### src/rtl/cache_meta_ctrl_pkg.sv
// Shared types, field positions and helpers for the 2-way cache metadata controller.
package cache_meta_ctrl_pkg;

    // Address split: tag=[15:10], set=[9:4], offset=[3:0]
    localparam int unsigned ADDR_W   = 16;
    localparam int unsigned TAG_W    = 6;
    localparam int unsigned SET_W    = 6;
    localparam int unsigned NUM_SETS = 64;
    localparam int unsigned TAG_LSB  = 10;
    localparam int unsigned SET_LSB  = 4;

    // Line fill: eight 2-byte chunks per 16-byte line
    localparam int unsigned CHUNKS  = 8;
    localparam int unsigned CHUNK_W = 3;

    // Metadata byte layout {valid, lru, tag[5:0]}
    localparam int unsigned META_W      = 8;
    localparam int unsigned META_VALID  = 7;
    localparam int unsigned META_LRU    = 6;
    localparam int unsigned META_TAG_HI = 5;
    localparam int unsigned META_TAG_LO = 0;

    // Controller states
    typedef logic [2:0] state_t;
    localparam state_t StIdle      = 3'd0;
    localparam state_t StLookup    = 3'd1;
    localparam state_t StHitUpd    = 3'd2;
    localparam state_t StHitOther  = 3'd3;
    localparam state_t StFill      = 3'd4;
    localparam state_t StMetaVict  = 3'd5;
    localparam state_t StMetaOther = 3'd6;

    function automatic logic [META_W-1:0] make_meta(input logic valid, input logic lru,
                                                    input logic [TAG_W-1:0] tag);
        return {valid, lru, tag};
    endfunction

    // lru=1 marks the way that should be evicted next
    function automatic logic [META_W-1:0] set_lru(input logic [META_W-1:0] meta);
        logic [META_W-1:0] r;
        r = meta;
        r[META_LRU] = 1'b1;
        return r;
    endfunction

    // Victim priority: invalid way 0, invalid way 1, way with lru=1, else way 0
    function automatic logic pick_victim(input logic [META_W-1:0] d0,
                                         input logic [META_W-1:0] d1);
        logic v;
        if (!d0[META_VALID]) begin
            v = 1'b0;
        end else if (!d1[META_VALID]) begin
            v = 1'b1;
        end else if (d0[META_LRU]) begin
            v = 1'b0;
        end else if (d1[META_LRU]) begin
            v = 1'b1;
        end else begin
            v = 1'b0;
        end
        return v;
    endfunction

endpackage

### src/rtl/onehot_dec6.sv
// 6-to-64 one-hot decoder with enable; drives the metadata set select.
module onehot_dec6 (
    input  logic        en,
    input  logic [5:0]  sel,
    output logic [63:0] onehot
);

    // Single bit at the selected position, all-zero when disabled
    always_comb begin
        onehot = '0;
        if (en) begin
            onehot[sel] = 1'b1;
        end
    end

endmodule

### src/rtl/cache_meta_ctrl.sv
// Two-way set-associative cache metadata controller: tag lookup, LRU update on hit,
// and an 8-chunk line fill with victim/non-victim metadata update on miss.
module cache_meta_ctrl
    import cache_meta_ctrl_pkg::*;
(
    input  logic                clk,
    input  logic                rst_n,
    input  logic                req_valid,
    input  logic [ADDR_W-1:0]   req_addr,
    output logic                req_ready,
    output logic                done,
    output logic                hit,
    output logic [NUM_SETS-1:0] meta_block_en,
    output logic [META_W-1:0]   meta_din,
    output logic                meta_write0,
    output logic                meta_write1,
    input  logic [META_W-1:0]   meta_dout0,
    input  logic [META_W-1:0]   meta_dout1,
    output logic                mem_req,
    output logic [ADDR_W-1:0]   mem_addr,
    input  logic                mem_data_valid,
    output logic                data_write,
    output logic                data_way,
    output logic [CHUNK_W-1:0]  data_word
);

    state_t             state_q, state_d;
    logic [TAG_W-1:0]   tag_q, tag_d;
    logic [SET_W-1:0]   set_q, set_d;
    logic [META_W-1:0]  dout0_q, dout0_d;
    logic [META_W-1:0]  dout1_q, dout1_d;
    logic               hit_way_q, hit_way_d;
    logic               victim_q, victim_d;
    // Issue counter runs 0..8; bit CHUNK_W set means all chunks requested
    logic [CHUNK_W:0]   issue_cnt_q, issue_cnt_d;
    logic [CHUNK_W-1:0] ret_cnt_q, ret_cnt_d;
    logic               done_q, done_d;
    logic               hit_q, hit_d;

    logic               hit0, hit1;
    logic               in_idle;
    logic [META_W-1:0]  other_meta;

    // Byte offset is irrelevant to metadata and line fills
    logic unused_offset;
    assign unused_offset = ^req_addr[SET_LSB-1:0];

    assign in_idle = (state_q == StIdle);

    onehot_dec6 u_set_dec (
        .en     (!in_idle),
        .sel    (set_q),
        .onehot (meta_block_en)
    );

    // Tag compare against the live metadata read during LOOKUP
    always_comb begin
        hit0 = meta_dout0[META_VALID] && (meta_dout0[META_TAG_HI:META_TAG_LO] == tag_q);
        hit1 = meta_dout1[META_VALID] && (meta_dout1[META_TAG_HI:META_TAG_LO] == tag_q);
    end

    // Next-state and datapath register updates
    always_comb begin
        state_d     = state_q;
        tag_d       = tag_q;
        set_d       = set_q;
        dout0_d     = dout0_q;
        dout1_d     = dout1_q;
        hit_way_d   = hit_way_q;
        victim_d    = victim_q;
        issue_cnt_d = issue_cnt_q;
        ret_cnt_d   = ret_cnt_q;
        done_d      = 1'b0;
        hit_d       = 1'b0;
        case (state_q)
            StIdle: begin
                if (req_valid) begin
                    tag_d   = req_addr[ADDR_W-1:TAG_LSB];
                    set_d   = req_addr[TAG_LSB-1:SET_LSB];
                    state_d = StLookup;
                end
            end
            StLookup: begin
                dout0_d = meta_dout0;
                dout1_d = meta_dout1;
                if (hit0 || hit1) begin
                    // Way 0 wins when both ways match
                    hit_way_d = !hit0;
                    state_d   = StHitUpd;
                end else begin
                    victim_d    = pick_victim(meta_dout0, meta_dout1);
                    issue_cnt_d = '0;
                    ret_cnt_d   = '0;
                    state_d     = StFill;
                end
            end
            StHitUpd: begin
                state_d = StHitOther;
            end
            StHitOther: begin
                done_d  = 1'b1;
                hit_d   = 1'b1;
                state_d = StIdle;
            end
            StFill: begin
                if (!issue_cnt_q[CHUNK_W]) begin
                    issue_cnt_d = issue_cnt_q + 4'd1;
                end
                if (mem_data_valid) begin
                    ret_cnt_d = ret_cnt_q + 3'd1;
                    if (ret_cnt_q == 3'(CHUNKS - 1)) begin
                        state_d = StMetaVict;
                    end
                end
            end
            StMetaVict: begin
                state_d = StMetaOther;
            end
            StMetaOther: begin
                done_d  = 1'b1;
                state_d = StIdle;
            end
            default: begin
                state_d = StIdle;
            end
        endcase
    end

    // Metadata write port: one way per cycle, only in the four update states
    always_comb begin
        meta_din    = '0;
        meta_write0 = 1'b0;
        meta_write1 = 1'b0;
        other_meta  = victim_q ? dout0_q : dout1_q;
        case (state_q)
            StHitUpd: begin
                meta_din    = make_meta(1'b1, 1'b0, tag_q);
                meta_write0 = !hit_way_q;
                meta_write1 = hit_way_q;
            end
            StHitOther: begin
                meta_din    = set_lru(hit_way_q ? dout0_q : dout1_q);
                meta_write0 = hit_way_q;
                meta_write1 = !hit_way_q;
            end
            StMetaVict: begin
                meta_din    = make_meta(1'b1, 1'b0, tag_q);
                meta_write0 = !victim_q;
                meta_write1 = victim_q;
            end
            StMetaOther: begin
                // An invalid non-victim keeps its byte untouched
                meta_din    = other_meta[META_VALID] ? set_lru(other_meta) : other_meta;
                meta_write0 = victim_q;
                meta_write1 = !victim_q;
            end
            default: begin
            end
        endcase
    end

    // Handshake, memory request and data-array fill outputs
    always_comb begin
        req_ready  = in_idle;
        done       = done_q;
        hit        = hit_q;
        mem_req    = (state_q == StFill) && !issue_cnt_q[CHUNK_W];
        mem_addr   = mem_req ? {tag_q, set_q, issue_cnt_q[CHUNK_W-1:0], 1'b0} : '0;
        data_write = (state_q == StFill) && mem_data_valid;
        data_way   = data_write ? victim_q : 1'b0;
        data_word  = data_write ? ret_cnt_q : '0;
    end

    // State and captured registers with synchronous active-low reset
    always_ff @(posedge clk) begin
        if (!rst_n) begin
            state_q     <= StIdle;
            tag_q       <= '0;
            set_q       <= '0;
            dout0_q     <= '0;
            dout1_q     <= '0;
            hit_way_q   <= 1'b0;
            victim_q    <= 1'b0;
            issue_cnt_q <= '0;
            ret_cnt_q   <= '0;
            done_q      <= 1'b0;
            hit_q       <= 1'b0;
        end else begin
            state_q     <= state_d;
            tag_q       <= tag_d;
            set_q       <= set_d;
            dout0_q     <= dout0_d;
            dout1_q     <= dout1_d;
            hit_way_q   <= hit_way_d;
            victim_q    <= victim_d;
            issue_cnt_q <= issue_cnt_d;
            ret_cnt_q   <= ret_cnt_d;
            done_q      <= done_d;
            hit_q       <= hit_d;
        end
    end

endmodule

### config.mk
export PLATFORM = sky130hd
export DESIGN_NAME = cache_meta_ctrl
export DESIGN_NICKNAME = d
export VERILOG_FILES = /design/src/rtl/cache_meta_ctrl_pkg.sv /design/src/rtl/onehot_dec6.sv /design/src/rtl/cache_meta_ctrl.sv
export SDC_FILE = /design/constraint.sdc
export NUM_CORES = 1
export LEC_CHECK = 0
export BUFFER_PORTS_ARGS = -buffer_cell sky130_fd_sc_hd__buf_2
export CAP_MARGIN = 0
export CORE_MARGIN = 4
export CORE_UTILIZATION = 50
export DETAILED_ROUTE_END_ITERATION = 7
export GPL_ROUTABILITY_DRIVEN = 0
export HOLD_SLACK_MARGIN = 0.05
export PLACE_DENSITY_LB_ADDON = 0.1
export SETUP_SLACK_MARGIN = 0.05
export SYNTH_ARGS = -nofsm -noshare
export SYNTH_HDL_FRONTEND = slang
export SYNTH_SLANG_ARGS = --single-unit
### constraint.sdc
create_clock -name clk -period 3.1 [get_ports clk]
set_clock_uncertainty 0.05 [all_clocks]
set_input_delay 0.62 -clock clk [delete_from_list [all_inputs] [get_ports clk]]
set_output_delay 0.62 -clock clk [all_outputs]
set_load 0.01 [all_outputs]
==> results of run 1 <==
[through the flow]
| step | utilization | setup WS, ns | area [sq um] | total power [mW] |
|---|---|---|---|---|
| 5_1_grt | 0.6657 | 0.1643 | 3443 | 1.390 |
| 3_3_place_gp | 0.6444 | 0.5269 | 3333 | 0.8932 |
| 3_5_place_dp | 0.6444 | 0.4715 | 3333 | 0.9007 |
| 2_1_floorplan | - | 1.051 | 2711 | 0.8210 |
| 6_report | 0.6657 | 0.3680 | 3443 | 1.317 |
| 4_1_cts | 0.6655 | 0.1254 | 3442 | 1.323 |
[Yosys cell counts, drive strengths merged, types with 6 or more instances]
cell	instances
nor2	76
nand2	74
dfxtp	42
a21boi	29
and2	20
buf	16
clkbuf	15
inv	11
or2	9
xnor2	8
a222oi	6
nand3	6
xor2	6
[how the worst min path moves through the flow]
stage,startpoint,endpoint,cells after the start
CTS,dout1_q[2],dout1_q[2],2
detailed placement,dout1_q[2],dout1_q[2],2
global route,dout0_q[2],dout0_q[2],2
global placement,dout1_q[3],dout1_q[3],2
finish,dout0_q[4],dout0_q[4],2
floorplan,dout0_q[0],dout0_q[0],2
[area by class of cell]
| type | count | area (sq um) | share of cell area |
|---|---|---|---|
| Sequential cell | 42 | 842.1 | 0.2445 |
| Timing Repair Buffer | 133 | 675.6 | 0.1962 |
| Tap cell | 70 | 87.58 | 0.02544 |
| Clock inverter | 3 | 40.04 | 0.01163 |
| Clock buffer | 5 | 68.82 | 0.01999 |
| Multi-Input combinational cell | 298 | 1688 | 0.4902 |
| Inverter | 11 | 41.29 | 0.01199 |
[kinds of logic after synthesis]
kind of cell / Yosys count / share of synthesized area
AO/OA/AOI/OAI: 59 / 0.1675
XOR/XNOR: 14 / 0.04522
adder cells (fa/ha/maj): 3 / 0.01385
buffers and inverters: 42 / 0.06922
flip-flops: 42 / 0.3101
multiplexers: 2 / 0.007384
other: 1 / 0.001383
AND/OR/NAND/NOR: 219 / 0.3853
[critical path, stage by stage, from the launching register on]
cell	delay (ns)
dfxtp_1	0.58
nand2b_4	0.24
o22ai_1	0.09
and2_0	0.30
a222oi_1	0.35
inv_1	0.07
buf_2	0.14
[routing by layer]
metal  track usage  vias to the layer above
li1              -                     1468
met1        0.2626                     1296
met2        0.4178                      100
met3       0.04386                        8
met4       0.06645                        0
met5             0                        -
[state kept, by name (all words and copies together), names as in the netlist, 3 cells and up]
register     count
dout0_q          8
dout1_q          8
issue_cnt_q      4
ret_cnt_q        3
set_q            6
state_q          3
tag_q            6
[power by group through the flow]
stage	Clock [mW]	Sequential, mW	Combinational (mW)
3_5_place_dp	0	0.634	0.267
5_1_grt	0.461	0.629	0.300
3_3_place_gp	0	0.632	0.261
4_1_cts	0.434	0.621	0.268
2_1_floorplan	0	0.603	0.218
6_report	0.428	0.622	0.267
==> results.py, run 1 <==
metrics = {
    "power_and_ir_drop": {
        "ir_worst_vdd_mv": 0.2564,
        "pwr-share-seq": 0.472,
        "cellLeakagePower_nw": 1.707,
        "p_clk_frac": 0.325,
        "combPwrFrac": 0.203,
        "p_sw_mw": 0.4018,
        "switching_share": 0.3051,
        "p_int_mw": 0.9154,
        "p_per_area_nw_per_um2": 382.6,
    },
    "setup_path": {
        "reg2reg_depth": 4,
        "worstPathArrival_ns": 2.06,
        "critical_path_class": "reg -> out",
        "regToRegEndpoint": "hit_way_q",
        "r2r_start": "state_q[0]",
        "r2r_setup_slack_ns": 1.22,
        "start_kind": "register",
        "endpoint": "meta_din[4]",
        "critPathLaunch": "state_q[0]",
        "crit_required_ns": 2.43,
        "cp-end-kind": "output port",
        "cp_max_fo": 11,
    },
    "clock_network": {
        "cts_root_buf": "clkbuf_8",
        "cts_made_buffers": 5,
        "clkSinkCount": 42,
        "postCtsSetupRepairBufs": 0,
        "clkLatencyLatePin_ns": 0.29,
        "cts_max_level": 2,
        "cts_resized": 0,
        "cts_hold_buf": 0,
        "clk_path_buf_depth": 2,
        "clk_pin_slew_ns": 0.09,
        "cts_tree": "built",
    },
    "placed_design": {
        "io_buffers": 129,
        "dp_hpwl_microns": 5958,
        "dp_cells": 554,
    },
    "synthesis": {
        "synth_top_flop_cell": "dfxtp_1",
        "yosys.cell_types.count": 53,
        "synth_nets": 421,
        "synth_seq_cells": 42,
        "syn_inst": 382,
        "async_reset_ff_frac": 0,
        "yosysTopAreaCell": "dfxtp_1",
        "synthesis.area_sq_um": 2711,
        "synthTopCellsByArea": "dfxtp_1 31%, nor2_1 10%, nand2_1 10%",
        "postSynthAreaPerCell_sq_um": 7.098,
        "synth_top_area_share": 0.3101,
        "yosysWarnings": 0,
        "ys_seq_area_frac": 0.3101,
        "synth_edf_count": 0,
    },
    "route": {
        "top_layer_used": "met4",
        "wl_met3_microns": 584,
        "dr.pass1.iters": 6,
        "drt_iter0_drc": 159,
        "viasPerCell": 5.110,
        "vias": 2872,
        "ant_nets": 0,
        "wl_met2_microns": 3875,
        "wl_met1_microns": 3224,
        "drc": 0,
        "wl_per_cell_microns": 13.84,
        "wirelength_microns": 7779,
    },
    "timing": {
        "relSlewSlack": 0.5361,
        "tightest_slew_ns": 0.6959,
        "final_min_period_over_clock_period": 0.8813,
        "rsz0062_at_grt": "no",
        "drv_slew": 0,
        "period_minus_slack_ns": 2.732,
        "fin_tns_setup_ns": 0,
        "setup_viol": 0,
        "hold_viol": 0,
        "clock.fmax_mhz": 366.0,
        "whs_ns": 0.4194,
    },
    "final_layout": {
        "drive_gt1_frac": 0.3150,
        "areaGrowthSynthToFinish_pct": 27.00,
        "n_antenna_cell": 0,
        "finalNonFillerCells": 562,
        "nFillCells": 496,
        "final_common_cell": "buf_2",
        "mostFrequentLayoutCells": "129 x buf_2, 75 x nor2_1, 74 x nand2_1",
        "layout.nets": 530,
    },
    "floorplan": {
        "initial_core_util": 0.5242,
        "die_width_microns": 81.64,
        "die_y_microns": 81.64,
        "rows": 26,
        "core_sq_um": 5172,
        "die_area_sq_um": 6665,
        "ios": 135,
    },
    "global_route": {
        "grt_pass1_vias": 2499,
        "grt_pass1_wl_microns": 11910,
        "antenna_found_initial": 0,
        "grt_max_degree": 48,
        "grt_util_all_layers": 0.2261,
        "grt-ovfl-total": 0,
    },
    "run_status": {
        "status": "finished clean",
    },
    "worst_hold_path": {
        "hp-class": "reg -> reg",
    },
    "job": {
        "maxCapViolCount": 0,
    },
}
No activity file was read; power rests on OpenSTA's default activity.
==> run 2, diff against run 1 <==
BUFFER_PORTS_ARGS = not set   (was -buffer_cell sky130_fd_sc_hd__buf_2)
CORE_UTILIZATION = 65   (was 50)
DONT_BUFFER_PORTS = 1   (was not set)
SETUP_SLACK_MARGIN = 0.5   (was 0.05)
==> results.py, run 2 (same netlist as run 1, synthesis figures left out) <==
metrics = {
    "final_layout": {
        "nFillCells": 331,
        "areaGrowthSynthToFinish_pct": 5.861,
        "top_regs": "dout0_q x8, dout1_q x8",
        "mostFrequentLayoutCells": "73 x nor2_1, 73 x nand2_1, 40 x dfxtp_1",
        "post-route-util": 0.7124,
        "layout.nets": 407,
        "n_antenna_cell": 0,
        "design_area_sq_um": 2870,
        "drive_gt1_frac": 0.1030,
    },
    "route": {
        "drc": 0,
        "ant_nets": 0,
        "wirelength_microns": 6883,
        "drt_iter0_drc": 164,
        "dr.pass1.iters": 4,
        "vias": 2533,
        "viasPerCell": 6.045,
        "wl_per_cell_microns": 16.43,
    },
    "worst_hold_path": {
        "hp-class": "in -> reg",
    },
    "clock_network": {
        "cts_hold_buf": 0,
        "clk_pin_slew_ns": 0.07,
        "cts_tree": "built",
        "cts_made_buffers": 5,
        "clkLatencyLatePin_ns": 0.29,
        "clk_path_buf_depth": 2,
        "clkSinkCount": 42,
        "cts_root_buf": "clkbuf_8",
        "cts_max_level": 2,
    },
    "setup_path": {
        "critical_path_class": "reg -> out",
        "crit_required_ns": 2.43,
        "start_kind": "register",
        "worstPathArrival_ns": 1.87,
        "cp-end-kind": "output port",
        "cp_max_fo": 7,
    },
    "global_route": {
        "grt_pass1_vias": 2197,
        "antenna_found_initial": 0,
        "grt_util_all_layers": 0.2481,
        "grt_use_met3": 0.08127,
        "grt.met1_usage": 0.3093,
        "grt_use_met2": 0.4138,
        "grt_max_degree": 48,
        "grt_pass1_wl_microns": 10460,
        "grt-ovfl-total": 0,
        "top_usage_layer": "met2",
    },
    "power_and_ir_drop": {
        "pwr-share-seq": 0.447,
        "switching_share": 0.2753,
        "p_sw_mw": 0.3827,
        "ir_worst_vdd_mv": 0.3390,
        "p_int_mw": 1.008,
        "p_clk_frac": 0.383,
        "combPwrFrac": 0.170,
        "p_per_area_nw_per_um2": 484.4,
        "cellLeakagePower_nw": 1.081,
    },
    "placed_design": {
        "dp_hpwl_microns": 4937,
        "place_area_sq_um": 2663,
        "dp_slack_ns": 0.5237,
        "io_buffers": 0,
    },
    "timing": {
        "final_min_period_over_clock_period": 0.8181,
        "fin_tns_setup_ns": 0,
        "drv_slew": 0,
        "setup_viol": 0,
        "period_minus_slack_ns": 2.536,
        "relSlewSlack": 0.5974,
        "clock.fmax_mhz": 394.3,
        "hold_viol": 0,
        "tightest_slew_ns": 0.6024,
        "worst_slack_ns": 0.5638,
        "rsz0062_at_grt": "yes",
    },
    "floorplan": {
        "ios": 135,
        "die_width_microns": 72.59,
        "core_sq_um": 4029,
        "rows": 23,
        "die_area_sq_um": 5269,
        "initial_core_util": 0.6730,
        "die_y_microns": 72.59,
    },
    "run_status": {
        "status": "finished clean",
    },
    "job": {
        "maxCapViolCount": 0,
    },
}
==> run 2: what timing repair did <==
item                                    4_1_cts  5_1_grt
pin swaps                                     0        1
resized for setup                             3        6
cloned                                        0        1
buffers inserted                              0        5
endpoints found under the setup margin       70       16
==> run 2: power groups by stage <==
stage	combinational, mW	clock, mW	sequential [mW]
global placement	0.211	0	0.633
floorplan	0.218	0	0.603
CTS	0.217	0.539	0.623
detailed placement	0.215	0	0.635
global route	0.267	0.564	0.627
finish	0.237	0.532	0.621
==> run 2: cell type report <==
type / instances / area (sq um) / share of cell area
Clock buffer: 6 / 82.58 / 0.02877
Clock inverter: 2 / 60.06 / 0.02092
Inverter: 11 / 45.04 / 0.01569
Multi-Input combinational cell: 298 / 1702 / 0.5929
Sequential cell: 42 / 845.8 / 0.2947
Tap cell: 50 / 62.56 / 0.02180
Timing Repair Buffer: 9 / 67.56 / 0.02354
Timing Repair inverter: 1 / 5.005 / 0.001744
==> run 2: final timing paths <==
check / slack (ns) / from / depth (start not counted) / to
max: 0.56 / state_q[1] / 5 / meta_block_en[19]
min: 0.40 / rst_n / 2 / state_q[1]
max reg2reg: 1.33 / state_q[1] / 5 / hit_way_q
min reg2reg: 0.42 / dout1_q[6] / 2 / dout1_q[6]
==> run 2: per-layer routing <==
metal | wire length, microns | vias up
met2 | 3339 | 114
met5 | 0 | -
li1 | - | 1228
met1 | 2771 | 1182
met3 | 712 | 9
met4 | 58 | 0
==> run 2: critical path, cell delays in order (launching register included) <==
cell        delay (ns)
dfxtp_1           0.49
nor2_1            0.14
nand2_2           0.16
clkinvlp_4        0.19
or2_2             0.38
nor2_1            0.22
==> run 2: stage by stage <==
stage / hold slack [ns] / power, mW / cells
6_report: 0.3956 / 1.390 / 419
5_1_grt: 0.4018 / 1.459 / 419
4_1_cts: 0.3934 / 1.379 / 413
3_5_place_dp: 0.4065 / 0.8500 / 405
3_3_place_gp: 0.4002 / 0.8436 / 405
2_1_floorplan: 0.3928 / 0.8210 / 382
==> run 3, diff against run 2 <==
CORE_UTILIZATION = 57   (was 65)
clock period = 2.2 ns   (was 3.1 ns; I/O delays follow)
==> results.py, run 3 (same netlist as run 1, synthesis figures left out) <==
metrics = {
    "run_status": {
        "status": "finished with violations",
        "violations": "DRC, setup timing",
    },
    "final_layout": {
        "register_area_sq_um": 877.1,
        "design_area_sq_um": 4187,
        "mostFrequentLayoutCells": "69 x nand2_1, 66 x nor2_4, 35 x buf_4",
        "n_antenna_cell": 0,
        "top_regs": "dout0_q x8, dout1_q x8",
        "areaGrowthSynthToFinish_pct": 54.41,
        "final_common_cell": "nand2_1",
        "nFillCells": 130,
        "multi_input_area_sq_um": 2442,
        "layout.nets": 463,
        "drive_gt1_frac": 0.5318,
    },
    "global_route": {
        "grt_util_all_layers": 0.3232,
        "grt_max_degree": 48,
        "grt_pass1_vias": 2907,
        "antenna_found_initial": 0,
        "grt_pass1_wl_microns": 15550,
        "grt-ovfl-total": 0,
    },
    "floorplan": {
        "core_sq_um": 4474,
        "ios": 135,
        "die_area_sq_um": 5924,
        "initial_core_util": 0.6060,
        "die_y_microns": 76.97,
        "die_width_microns": 76.97,
        "rows": 24,
    },
    "power_and_ir_drop": {
        "ir_worst_vdd_mv": 0.4914,
        "p_per_area_nw_per_um2": 547.7,
        "finalPower_mw": 2.293,
        "cellLeakagePower_nw": 1.493,
    },
    "timing": {
        "clock.fmax_mhz": 442.9,
        "whs_ns": 0.2006,
        "hold_viol": 0,
        "fin_tns_setup_ns": -0.05802,
        "final_min_period_over_clock_period": 1.026,
        "setup_viol": 1,
        "rsz0062_at_grt": "yes",
        "worst_slack_ns": -0.05802,
        "drv_slew": 0,
        "period_minus_slack_ns": 2.258,
    },
    "clock_network": {
        "cts_tree": "built",
        "clkLatencyLatePin_ns": 0.32,
        "cts_hold_buf": 0,
        "cts_root_buf": "clkbuf_8",
        "clk_pin_slew_ns": 0.09,
        "cts_made_buffers": 5,
        "cts_max_level": 2,
        "clkSinkCount": 42,
        "clk_path_buf_depth": 2,
    },
    "setup_path": {
        "r2r_setup_slack_ns": 0.43,
        "crit_required_ns": 1.71,
        "critPathMaxStageDelay_ns": 0.42,
        "cp_max_fo": 6,
        "start_kind": "register",
        "worstPathBufferInverterCount": 2,
        "r2r_start": "state_q[0]",
        "regToRegEndpoint": "set_q[4]",
        "cp-end-kind": "output port",
        "critical_path_class": "reg -> out",
        "cp_cell_sequence": "buf_6 > nand2b_4 > o22ai_2 > and2_4 > a222oi_1 > inv_1",
        "slowest_stage": "a222oi_1",
        "reg2reg_depth": 10,
        "worstPathArrival_ns": 1.77,
        "critPathTopFamily": "compound AO/OA/AOI/OAI gates",
    },
    "placed_design": {
        "dp_slack_ns": 0.1574,
        "place_area_sq_um": 3102,
        "dp_hpwl_microns": 5669,
        "io_buffers": 0,
    },
    "job": {
        "maxCapViolCount": 0,
    },
    "route": {
        "dr.pass1.iters": 8,
        "drt_iter0_drc": 514,
        "ant_nets": 0,
        "wl_per_cell_microns": 25.93,
        "wirelength_microns": 12370,
        "vias": 3335,
        "drc": 7,
        "viasPerCell": 6.992,
    },
    "worst_hold_path": {
        "holdPathStages": 1,
        "hp-class": "in -> reg",
        "min_from": "rst_n",
        "whs_endpoint": "issue_cnt_q[3]",
    },
}
-- run 3: layout make-up --
type / instances / share of cell area
Inverter: 11 / 0.01464
Timing Repair inverter: 1 / 0.002092
Tap cell: 52 / 0.01554
Sequential cell: 42 / 0.2095
Clock inverter: 3 / 0.01046
Clock buffer: 5 / 0.01644
Timing Repair Buffer: 64 / 0.1479
Multi-Input combinational cell: 299 / 0.5834
-- run 3: power by group --
part	internal, mW	switching (mW)	total (mW)
Sequential	0.809	0.0718	0.881
Clock	0.341	0.315	0.656
Combinational	0.323	0.433	0.757
-- run 3: worst max path at each step --
stage / cells past startpoint / slack (ns) / start / endpoint
detailed placement: 6 / 0.16 / state_q[2] / meta_block_en[17]
floorplan: 4 / 0.41 / set_q[4] / meta_block_en[34]
CTS: 4 / 0.08 / set_q[0] / meta_block_en[50]
global placement: 5 / 0.16 / state_q[0] / meta_din[5]
global route: 7 / -0.13 / state_q[2] / meta_din[4]
finish: 6 / -0.06 / state_q[0] / meta_din[4]
-- run 3: stage by stage --
stage | cells | utilization
after detailed placement | 420 | 0.6932
after floorplan | 382 | -
final | 477 | 0.9357
after global placement | 420 | 0.6932
after global routing | 477 | 0.9357
after CTS | 459 | 0.8574
-- run 3: per-layer routing --
| metal | vias to the layer above | routed length (microns) | track usage |
|---|---|---|---|
| li1 | 1354 | - | - |
| met1 | 1603 | 4337 | 0.3916 |
| met2 | 300 | 5918 | 0.5401 |
| met3 | 78 | 1511 | 0.1066 |
| met4 | 0 | 603 | 0.1050 |
| met5 | - | 0 | 0 |
-- run 3: worst register-to-register path, cell delays in order, from the launching register on --
cell and delay (ns):
dfxtp_4 0.40, buf_6 0.13, nor2_4 0.19, nand2_8 0.10, buf_6 0.14, inv_6 0.07
buf_6 0.11, and2_4 0.18, buf_4 0.12, nand2_1 0.06, a21boi_1 0.15
-- run 3: what timing repair did --
action / in CTS / in global routing
resized for setup: 115 / 72
pin swaps: 48 / 40
buffers inserted: 30 / 17
endpoints found under the setup margin: 109 / 113
cloned: 1 / 1
